--- config.mk ---
export PLATFORM = sky130hd
export DESIGN_NAME = uart_tx_arbiter
export DESIGN_NICKNAME = d
export VERILOG_FILES = /design/src/rtl/uart_tx_arbiter.sv
export SDC_FILE = /design/constraint.sdc
export NUM_CORES = 1
export LEC_CHECK = 0
export CORE_UTILIZATION = 35
export DETAILED_ROUTE_END_ITERATION = 6
export PLACE_DENSITY = 0.77
export SYNTH_ARGS = -nofsm -noshare
export SYNTH_HDL_FRONTEND = slang
export SYNTH_SLANG_ARGS = --single-unit
--- constraint.sdc ---
create_clock -name clk -period 1.51 [get_ports clk]
set_input_delay 0.2265 -clock clk [delete_from_list [all_inputs] [get_ports clk]]
set_output_delay 0.2265 -clock clk [all_outputs]
set_load 0.01 [all_outputs]
--- src/rtl/uart_tx_arbiter.sv ---
// rtl/uart_tx_arbiter.sv - packet-granular round-robin arbiter sharing one UART transmit byte stream.
// Optional requester-ID prefix byte per grant: UART_ARB_ID_PREFIX_EN.
module uart_tx_arbiter #(
    parameter int NREQ    = 4,
    parameter int MAX_PKT = 64
`ifdef UART_ARB_ID_PREFIX_EN
    ,
    parameter logic [7:0] ID_BASE = 8'h30
`endif
) (
    input  logic                     clk,
    input  logic                     rst,
    input  logic [NREQ*8-1:0]        req_data,
    input  logic [NREQ-1:0]          req_valid,
    input  logic [NREQ-1:0]          req_last,
    output logic [NREQ-1:0]          req_ready,
    output logic [7:0]               out_data,
    output logic                     out_valid,
    input  logic                     out_ready,
    output logic [$clog2(NREQ)-1:0]  grant_id,
    output logic                     busy,
    output logic                     trunc
);
    localparam int IDW = $clog2(NREQ);
    localparam int CW  = $clog2(MAX_PKT + 1);
    localparam logic [CW-1:0] MAX_CNT = CW'(MAX_PKT);

`ifdef UART_ARB_ID_PREFIX_EN
    typedef enum logic [1:0] {ARB, XFER, PREFIX} state_t;
`else
    typedef enum logic [1:0] {ARB, XFER} state_t;
`endif

    state_t          state_q, state_d;
    logic [IDW-1:0]  last_grant;
    logic [CW-1:0]   count;
    logic [CW-1:0]   count_inc;
    logic [IDW-1:0]  pick;
    logic [IDW-1:0]  cand;
    logic            found;
    logic            xfer_beat;
    int              idx;

    assign count_inc = count + CW'(1);

    // Rotating priority search starting just after the previous owner.
    always_comb begin
        pick  = '0;
        cand  = '0;
        found = 1'b0;
        idx   = 0;
        for (int i = 1; i <= NREQ; i++) begin
            idx  = (int'(last_grant) + i) % NREQ;
            cand = IDW'(idx);
            if (!found && req_valid[cand]) begin
                found = 1'b1;
                pick  = cand;
            end
        end
    end

    always_comb begin
        state_d   = state_q;
        out_valid = 1'b0;
        out_data  = 8'h00;
        req_ready = '0;
        xfer_beat = 1'b0;
        case (state_q)
            ARB: begin
                if (found) begin
`ifdef UART_ARB_ID_PREFIX_EN
                    state_d = PREFIX;
`else
                    state_d = XFER;
`endif
                end
            end
`ifdef UART_ARB_ID_PREFIX_EN
            PREFIX: begin
                out_valid = 1'b1;
                out_data  = ID_BASE + 8'(grant_id);
                if (out_ready) state_d = XFER;
            end
`endif
            XFER: begin
                out_valid           = req_valid[grant_id];
                out_data            = req_data[8*grant_id +: 8];
                req_ready[grant_id] = out_ready;
                xfer_beat           = req_valid[grant_id] && out_ready;
                if (xfer_beat && (req_last[grant_id] || count_inc == MAX_CNT))
                    state_d = ARB;
            end
            default: state_d = ARB;
        endcase
    end

    always_ff @(posedge clk) begin
        if (rst) begin
            state_q    <= ARB;
            busy       <= 1'b0;
            grant_id   <= '0;
            trunc      <= 1'b0;
            count      <= '0;
            last_grant <= IDW'(NREQ - 1);
        end else begin
            state_q <= state_d;
            trunc   <= 1'b0;
            if (state_q == ARB && found) begin
                grant_id <= pick;
                busy     <= 1'b1;
                count    <= '0;
            end
            if (xfer_beat) begin
                count <= count_inc;
                // A final byte on the MAX_PKT beat is a normal release, not a truncation.
                if (req_last[grant_id]) begin
                    busy       <= 1'b0;
                    last_grant <= grant_id;
                end else if (count_inc == MAX_CNT) begin
                    busy       <= 1'b0;
                    last_grant <= grant_id;
                    trunc      <= 1'b1;
                end
            end
        end
    end
endmodule

After elaboration in Yosys (flattened, before gate mapping)
Cells that the tools add are included.

cells by class
  add/subtract/negate cells = 5
  $lt $le $gt $ge = 6
  eq/ne operators = 4
  shift-type cells = 1
  multiplexer cells = 38
  bitwise operators = 2
  reductions and logical operators = 17

operators with widths
  cell                                                                                 count
  32-bit by 6-bit variable part select with 8-bit output                               1
  1-bit two-way mux                                                                    18
  2-bit two-way mux                                                                    8
  2-bit by 3-bit less-than comparator with 1-bit output, second input constant         5
  7-bit two-way mux                                                                    2
  1-bit binary-select mux with 2-bit select                                            6
  8-bit two-way mux                                                                    1
  7-bit by 1-bit adder with 7-bit output, second input constant                        1
  7-bit == test, second input constant                                                 1
  1-bit logical AND                                                                    7
  2-bit by 1-bit adder with 2-bit output, second input constant                        2
  2-bit adder, second input constant                                                   2
  4-bit AND                                                                            1
  4-bit two-way mux                                                                    1
  2-bit != test, second input constant                                                 2
  2-bit one-hot mux with 2 select lines                                                1
  2-bit AND reduction                                                                  2
  2-bit nonzero test                                                                   2
  1-bit zero test                                                                      3
  3-bit OR reduction                                                                   1
  1-bit demux with 2-bit select                                                        1
  2-bit by 1-bit == test with 1-bit output, second input constant                      1
  2-bit by 1-bit greater-or-equal comparator with 1-bit output, second input constant  1
  2-bit zero test                                                                      1
  2 further kinds                                                                      2

storage, ports and cells
  flip-flop bits (word level) = 15
  input bits = 43
  output and inout port bits = 17
  logic and storage cells = 79

Longest topological paths before layout
Gate-level depths: netlist (run 1).

  depth after elaboration = 18
  mapped depth = 7
  gate-level depth less buffers = 6

Least setup slack after synthesis (run 1)
OpenSTA, ideal clock, no wires.

  path type = register -> output
  start point = register grant_id[0]
  end point = output port out_data[0]
  arrival time = 1,453 ps
  data required time = 1,283 ps
  path slack = -169 ps
  stages on the path, launching flop included = 5
  path buffers = 2
  path through = dfxtp_1 -> buf_6 -> buf_2 -> mux4_2 -> and2_1

on the way
  longest elaborated chain between the ends = 2

ends and longest elaborated chain
  what                                                    RTL line  source
  from (decl)                                             20        output logic [$clog2(NREQ)-1:0] grant_id,
  from (signal assigned)                                  109       grant_id <= pick;
  32-bit by 6-bit variable part select with 8-bit output  87        out_data = req_data[8*grant_id +: 8];
  8-bit two-way mux                                       68        case (state_q)
  to (decl)                                               17        output logic [7:0] out_data,

No other way between the ends.

Final worst setup path (run 1)
  start point = register grant_id[0]
  end point = register last_grant[0]

on the way
  longest elaborated chain between the ends = 5
  elaborated cells on any way between the ends = 10
  classes of those cells = mux: 7; reduce/logical: 3

ends and longest elaborated chain
  what                                       RTL line  source
  1-bit binary-select mux with 2-bit select  89        xfer_beat = req_valid[grant_id] && out_ready;
  1-bit two-way mux (not written as such)    89
  1-bit logical AND                          89
  1-bit two-way mux                          68
  2-bit AND reduction (no source line)       --
  to (signal assigned)                       104       last_grant <= IDW'(NREQ - 1);
  to (signal assigned)                       118       last_grant <= grant_id;
  to (signal assigned)                       121       last_grant <= grant_id;
  to (decl)                                  35        logic [IDW-1:0] last_grant;

Parallel ways exist; a longest one is shown, timed or not. The select of a mux whose other input is x is not followed.
A chain may end at the register's enable or synchronous reset.

==> results of run 1 <==
-- report_power, final --
part           total (W)  switching (W)  internal [W]
combinational   0.000613       0.000235      0.000378
sequential      0.000401      0.0000183      0.000383
clock           0.000278       0.000131      0.000147
-- state kept, by name (all words and copies together) (netlist names) --
| signal | cells |
|---|---|
| count | 7 |
| grant_id | 2 |
| last_grant | 2 |
| busy | 1 |
| state_q | 1 |
| trunc | 1 |
-- how the worst min path moves through the flow --
stage,from,cells past startpoint,to
final,count[2]$_SDFFE_PP0P_,2,count[2]$_SDFFE_PP0P_
after global routing,count[1]$_SDFFE_PP0P_,2,count[1]$_SDFFE_PP0P_
after CTS,count[1]$_SDFFE_PP0P_,2,count[1]$_SDFFE_PP0P_
after detailed placement,busy$_SDFF_PP0_,2,busy$_SDFF_PP0_
after global placement,busy$_SDFF_PP0_,2,busy$_SDFF_PP0_
after floorplan,rst,1,count[6]$_SDFFE_PP0P_
-- cells by family after synthesis --
kind of cell,Yosys count,share of synthesized area
buffers and inverters,10,0.0435
flip-flops,14,0.256
XOR/XNOR,2,0.0160
AO/OA/AOI/OAI,30,0.184
AND/OR/NAND/NOR,55,0.269
adder cells (fa/ha/maj),1,0.0114
multiplexers,12,0.220
-- final cells by class --
class,instances,area share
Clock buffer,4,0.0162
Inverter,3,0.00613
Multi-Input combinational cell,100,0.402
Sequential cell,14,0.128
Tap cell,31,0.0173
Timing Repair Buffer,107,0.431
-- metrics by stage --
stage | hold slack [ns] | cells
finish | 0.526 | 259
CTS | 0.525 | 253
detailed placement | 0.504 | 234
global placement | 0.479 | 234
floorplan | 0.298 | 124
global route | 0.557 | 259
-- worst max-delay path: stages (launching register included) --
cell and delay [ns]:
dfxtp_4 0.37, buf_6 0.12, buf_6 0.11, buf_6 0.09, mux4_2 0.53, nand2_2 0.11
nand2_2 0.08, a221o_1 0.34
-- metal layers --
layer  part of all wire  vias up  track usage  wire (um)
met5                  0        -            0          0
met4              0.034        0        0.139        161
met3              0.086       16       0.0558        409
met2               0.53       77        0.548       2550
met1               0.35      690        0.265       1640
li1                   -      674            -          -
-- layout by cell type (no fill, tap or decap), drive strengths merged, types with 2 or more instances in the layout --
cell type,count
a211oi,2
o22ai,2
and3,3
and2,8
o21ai,6
inv,3
a21oi,10
nand2,8
nor2b,2
clkdlybuf4s50,41
clkbuf,6
nor3,3
mux4,9
dlymetal6s2s,3
o211ai,2
buf,59
nor2,15
nand3b,4
dfxtp,14
mux2i,3
nand3,5
-- repair_timing --
action,CTS,global route
endpoints found under the setup margin,28,28
setup buffers,17,7
pin swaps,23,11
resized for setup,91,24
==> impl_metrics.env, run 1 <==
export IMPL_status="complete, but fails checks"
export IMPL_violations="design-rule violations, negative setup slack"
export IMPL_cap_violations=0
export IMPL_fin_crit_sh=1.25
export IMPL_synthArstFlopShare=0
export IMPL_fillers=186
export IMPL_cp_required_ns=1.68
export IMPL_cts_tree="yes"
export IMPL_postLayoutCellArea_mm2=0.00225
export IMPL_finalHoldViolations=0
export IMPL_port_buffers=59
export IMPL_synth_cell_types=43
export IMPL_setup_viol_count_final=25
export IMPL_syn_nets=168
export IMPL_finalMaxSlewViolations=0
export IMPL_insertion_delay_ns=0.29
export IMPL_yosys_top_cells_count="15 x nor2_1, 14 x dfxtp_1, 10 x a21oi_1, 8 x and2_1"
export IMPL_post_route_util=0.787
export IMPL_grt_setup_unrepaired="true"
export IMPL_holdCritPathClass="flip-flop to flip-flop"
export IMPL_post_place_ws_ns=-0.550
export IMPL_ys_seq_area_frac=0.256
export IMPL_startpoint_type="flip-flop"
export IMPL_drtPass1Iterations=6
export IMPL_cts_root_buf="clkbuf_4"
export IMPL_vias=1457
export IMPL_setup_worst_path_start="grant_id[0]$_SDFFE_PP0P_"
export IMPL_n_antenna_cell=0
export IMPL_die_h_um=57.9
export IMPL_max_slew_margin=0.623
export IMPL_core_area_mm2=0.00285
export IMPL_placed_area_mm2=0.00191
export IMPL_reg2reg_from="grant_id[0]$_SDFFE_PP0P_"
export IMPL_power_w=0.00129
export IMPL_drt_iter0_markers=42
export IMPL_drc=9
export IMPL_layout_nets=273
export IMPL_grt_max_degree=9
export IMPL_p_leak_nw=0.956
export IMPL_synth_edf_count=0
export IMPL_register_area_um2=288
export IMPL_drt_total_wl_mm=4.76
export IMPL_dpl_hpwl_mm=2.85
export IMPL_antenna_found_initial=0
export IMPL_area_growth_pct=105
export IMPL_drive_gt1_frac=0.465
export IMPL_start_util=0.383
export IMPL_worstSetupPathType="flip-flop to flip-flop"
export IMPL_grt_pass1_wl_mm=7.04
export IMPL_worstRegToRegCells=7
export IMPL_synthCells=124
export IMPL_synth_top_area_frac=0.256
export IMPL_clk_pin_slew_worst_paths_ns=0.09
export IMPL_critPathMaxFanout=5
export IMPL_fin_tns_setup_ns=-6.43
export IMPL_multiInputGateArea_um2=902
export IMPL_synth_avg_cell_area_um2=8.82
export IMPL_drtAntennaViolNets=0
export IMPL_grt_usage=0.277
export IMPL_endpoint="last_grant[0]$_SDFFE_PP1P_"
export IMPL_gr_total_overflow=0
export IMPL_yosys_most_used_dff="dfxtp_1"
export IMPL_synth_most_common_cell="nor2_1"
export IMPL_cp_end_kind="flip-flop"
export IMPL_cp_arrival_ns=2.05
export IMPL_p_per_area_mw_per_mm2=575
export IMPL_wl_per_cell_um=18.4
export IMPL_grt_pass1_vias=1544
export IMPL_avgViaCountPerCell=5.63
export IMPL_r2r_end="last_grant[0]$_SDFFE_PP1P_"
export IMPL_numCtsBuffers=3
export IMPL_layout_min_cycle_time_ns=1.88
export IMPL_h_tree_depth=1
export IMPL_ir_worst_vdd_mv=0.595
export IMPL_ios=60
export IMPL_syn_area_mm2=0.00109
export IMPL_ys_seq_elements=14
export IMPL_place_congestion=0.900
export IMPL_cts_hold_buffers=0
export IMPL_skew_ns=0.00858
export IMPL_num_rows=19
export IMPL_yosys_top_cells_area="dfxtp_1 26%, mux4_2 14%, nor2_1 5.1%"
export IMPL_max_slew_worst_pin_slew_ns=0.557
export IMPL_die_w_um=57.9
export IMPL_fin_ws_ns=-0.370
export IMPL_clock_path_buffers=2
export IMPL_synth_warnings=0
export IMPL_yosysTopAreaCell="dfxtp_1"
export IMPL_clock_sinks=14
export IMPL_fp_dieArea_mm2=0.00335
export IMPL_max_freq_ghz=0.532
export IMPL_ff2ff_setup_slack_ns=-0.37
(Power assumes the default switching activity.)
==> inputs of run 2 (changes only) <==
--- a/config.mk
+++ b/config.mk
@@ -5,9 +5,10 @@
 export SDC_FILE = /design/constraint.sdc
 export NUM_CORES = 1
 export LEC_CHECK = 0
-export CORE_UTILIZATION = 35
+export CORE_UTILIZATION = 39
 export DETAILED_ROUTE_END_ITERATION = 6
-export PLACE_DENSITY = 0.77
+export MAX_ROUTING_LAYER = met4
+export PLACE_DENSITY = 0.81
 export SYNTH_ARGS = -nofsm -noshare
 export SYNTH_HDL_FRONTEND = slang
 export SYNTH_SLANG_ARGS = --single-unit
==> constraint.sdc (replaced) <==
create_clock -name clk -period 2.1 [get_ports clk]
set_input_delay 0.315 -clock clk [delete_from_list [all_inputs] [get_ports clk]]
set_output_delay 0.315 -clock clk [all_outputs]
set_load 0.01 [all_outputs]
==> run 2 against run 1 <==
Net effect:
- the flow now finishes without violations
- sequential cell count stayed put
- non-clock buffer count is 32 lower
- critical path depth is 2 lower
- final cell count is 13% lower
- routed wire length is 27% lower
- die area is 9.9% lower
- count of clock-buffer cells in the layout stayed put
==> impl_metrics.env, run 2 (same netlist as run 1, synthesis figures left out) <==
export IMPL_grt_pass1_vias=1256
export IMPL_cts_root_buf="clkbuf_4"
export IMPL_skew_ns=0.00984
export IMPL_grt_max_degree=12
export IMPL_p_leak_nw=0.753
export IMPL_core_area_mm2=0.00257
export IMPL_port_buffers=59
export IMPL_drt_iter0_markers=36
export IMPL_setup_viol_count_final=0
export IMPL_power_w=0.000797
export IMPL_fillers=215
export IMPL_h_tree_depth=1
export IMPL_wl_per_cell_um=15.4
export IMPL_n_antenna_cell=0
export IMPL_drtPass1Iterations=4
export IMPL_finalMaxSlewViolations=0
export IMPL_numCtsBuffers=3
export IMPL_clock_path_buffers=2
export IMPL_drc=0
export IMPL_cap_violations=0
export IMPL_layout_nets=241
export IMPL_reg2reg_from="grant_id[0]$_SDFFE_PP0P_"
export IMPL_startpoint_type="flip-flop"
export IMPL_grt_usage=0.246
export IMPL_cp_end_kind="primary output"
export IMPL_die_w_um=55.0
export IMPL_grt_util_met1=0.218
export IMPL_crit_chain="buf_4 > mux2i_4 > or2b_1 > and3_1 > dlygate4sd2_1"
export IMPL_drive_gt1_frac=0.189
export IMPL_p_clk_frac=0.251
export IMPL_layout_min_cycle_time_ns=2.08
export IMPL_p_per_area_mw_per_mm2=429
export IMPL_avgViaCountPerCell=5.66
export IMPL_switchingPower_w=0.000220
export IMPL_p_int_w=0.000577
export IMPL_ir_worst_vdd_mv=0.339
export IMPL_max_slew_worst_pin_slew_ns=0.476
export IMPL_max_slew_margin=0.680
export IMPL_p_seq_frac=0.361
export IMPL_cts_tree="yes"
export IMPL_top_regs="count (7), grant_id (2), last_grant (2)"
export IMPL_layout_common_cells="49 x clkdlybuf4s50_1, 15 x nor2_1, 15 x buf_4"
export IMPL_num_rows=18
export IMPL_dpl_hpwl_mm=2.78
export IMPL_ff2ff_setup_slack_ns=0.23
export IMPL_area_growth_pct=69.7
export IMPL_worst_hold_startpoint="busy$_SDFF_PP0_"
export IMPL_largest_register_ffs=7
export IMPL_vias=1280
export IMPL_antenna_found_initial=0
export IMPL_start_util=0.426
export IMPL_clk_pin_slew_worst_paths_ns=0.09
export IMPL_holdCritPathClass="flip-flop to flip-flop"
export IMPL_regMostFlops="count"
export IMPL_fin_crit_sh=0.990
export IMPL_finalHoldViolations=0
export IMPL_max_freq_ghz=0.481
export IMPL_drt_total_wl_mm=3.48
export IMPL_min_to="busy$_SDFF_PP0_"
export IMPL_r2r_end="last_grant[0]$_SDFFE_PP1P_"
export IMPL_critPathMaxFanout=7
export IMPL_sw_frac_of_total=0.276
export IMPL_fin_tns_setup_ns=0
export IMPL_insertion_delay_ns=0.29
export IMPL_grt_pass1_wl_mm=5.18
export IMPL_hold_depth=2
export IMPL_grtUsageMet2=0.494
export IMPL_die_h_um=55.0
export IMPL_holdWs_ns=0.503
export IMPL_gr_usage_met3=0.0574
export IMPL_ios=60
export IMPL_drtAntennaViolNets=0
export IMPL_status="completed"
export IMPL_fp_dieArea_mm2=0.00302
export IMPL_cpPeakStageDelay_ns=0.36
export IMPL_cp_required_ns=1.78
export IMPL_top_usage_layer="met2"
export IMPL_cp_arrival_ns=1.76
export IMPL_final_common_cell="clkdlybuf4s50_1"
export IMPL_clock_sinks=14
export IMPL_crit_slowest_cell="dfxtp_2"
export IMPL_place_congestion=0.783
export IMPL_grt_setup_unrepaired="true"
export IMPL_p_comb_frac=0.388
export IMPL_worstRegToRegCells=7
export IMPL_gr_total_overflow=0
export IMPL_worstSetupPathType="flip-flop to primary output"
[run 2: cell count changes in the layout (fill, tap and decap cells not counted), sizes merged]
cell / before / now
buf: 59 / 16
clkdlybuf4s50: 41 / 49
dlygate4sd2: 1 / 7
clkbuf: 6 / 4
dlymetal6s2s: 3 / 1
clkdlybuf4s15: 1 / 2
[run 2: how the worst max path moves through the flow]
stage	start	to	slack [ns]	depth (start not counted)
2_1_floorplan	grant_id[0]$_SDFFE_PP0P_	out_data[0]	0.33	4
3_3_place_gp	req_data[11]	out_data[3]	-0.04	4
3_5_place_dp	req_valid[0]	count[3]$_SDFFE_PP0P_	-0.09	7
4_1_cts	grant_id[0]$_SDFFE_PP0P_	out_data[3]	0.009	4
5_1_grt	grant_id[0]$_SDFFE_PP0P_	out_valid	-0.04	5
6_report	grant_id[0]$_SDFFE_PP0P_	out_valid	0.02	5
[run 2: metrics by stage]
| stage | std cells | cell area, um^2 | utilization | worst slack [ns] |
|---|---|---|---|---|
| global route | 226 | 1860 | 0.723 | -0.0435 |
| detailed placement | 221 | 1810 | 0.705 | -0.0851 |
| global placement | 221 | 1810 | 0.705 | -0.0430 |
| floorplan | 124 | 1090 | - | 0.332 |
| CTS | 226 | 1850 | 0.720 | 0.00914 |
| finish | 226 | 1860 | 0.723 | 0.0213 |
[run 2: area by class of cell]
cell class	count	area [um^2]	share of cell area
multi-input combinational	100	771	0.415
sequential	14	283	0.152
clock buffer	4	36.3	0.0196
timing repair buffer	75	717	0.386
inverter	3	11.3	0.00607
tap	30	37.5	0.0202
[run 2: metal layers]
metal / wire length (um) / share of wire
met3: 336 / 0.097
met1: 1290 / 0.37
met4: 38 / 0.011
met5: 0 / 0
met2: 1810 / 0.52
[run 2: timing repair]
item | CTS | global route
buffers inserted | 1 | 0
resized for setup | 11 | 7
hold endpoints to repair | 0 | 0
hold buffers | 0 | 0
endpoints found under the setup margin | 11 | 8
[run 2: power groups by stage]
stage / combinational [W] / sequential [W] / clock [W]
2_1_floorplan: 0.000135 / 0.000292 / 0
3_3_place_gp: 0.000304 / 0.000293 / 0
3_5_place_dp: 0.000313 / 0.000293 / 0
4_1_cts: 0.000304 / 0.000288 / 0.000202
5_1_grt: 0.000335 / 0.000290 / 0.000214
6_report: 0.000309 / 0.000288 / 0.000200
[run 2: critical path, delay by kind of cell (launching register included)]
kind / cells / cell delay (ns)
buffers and inverters: 2 / 0.46
AND/OR/NAND/NOR: 2 / 0.40
multiplexers: 1 / 0.25
flip-flops: 1 / 0.36
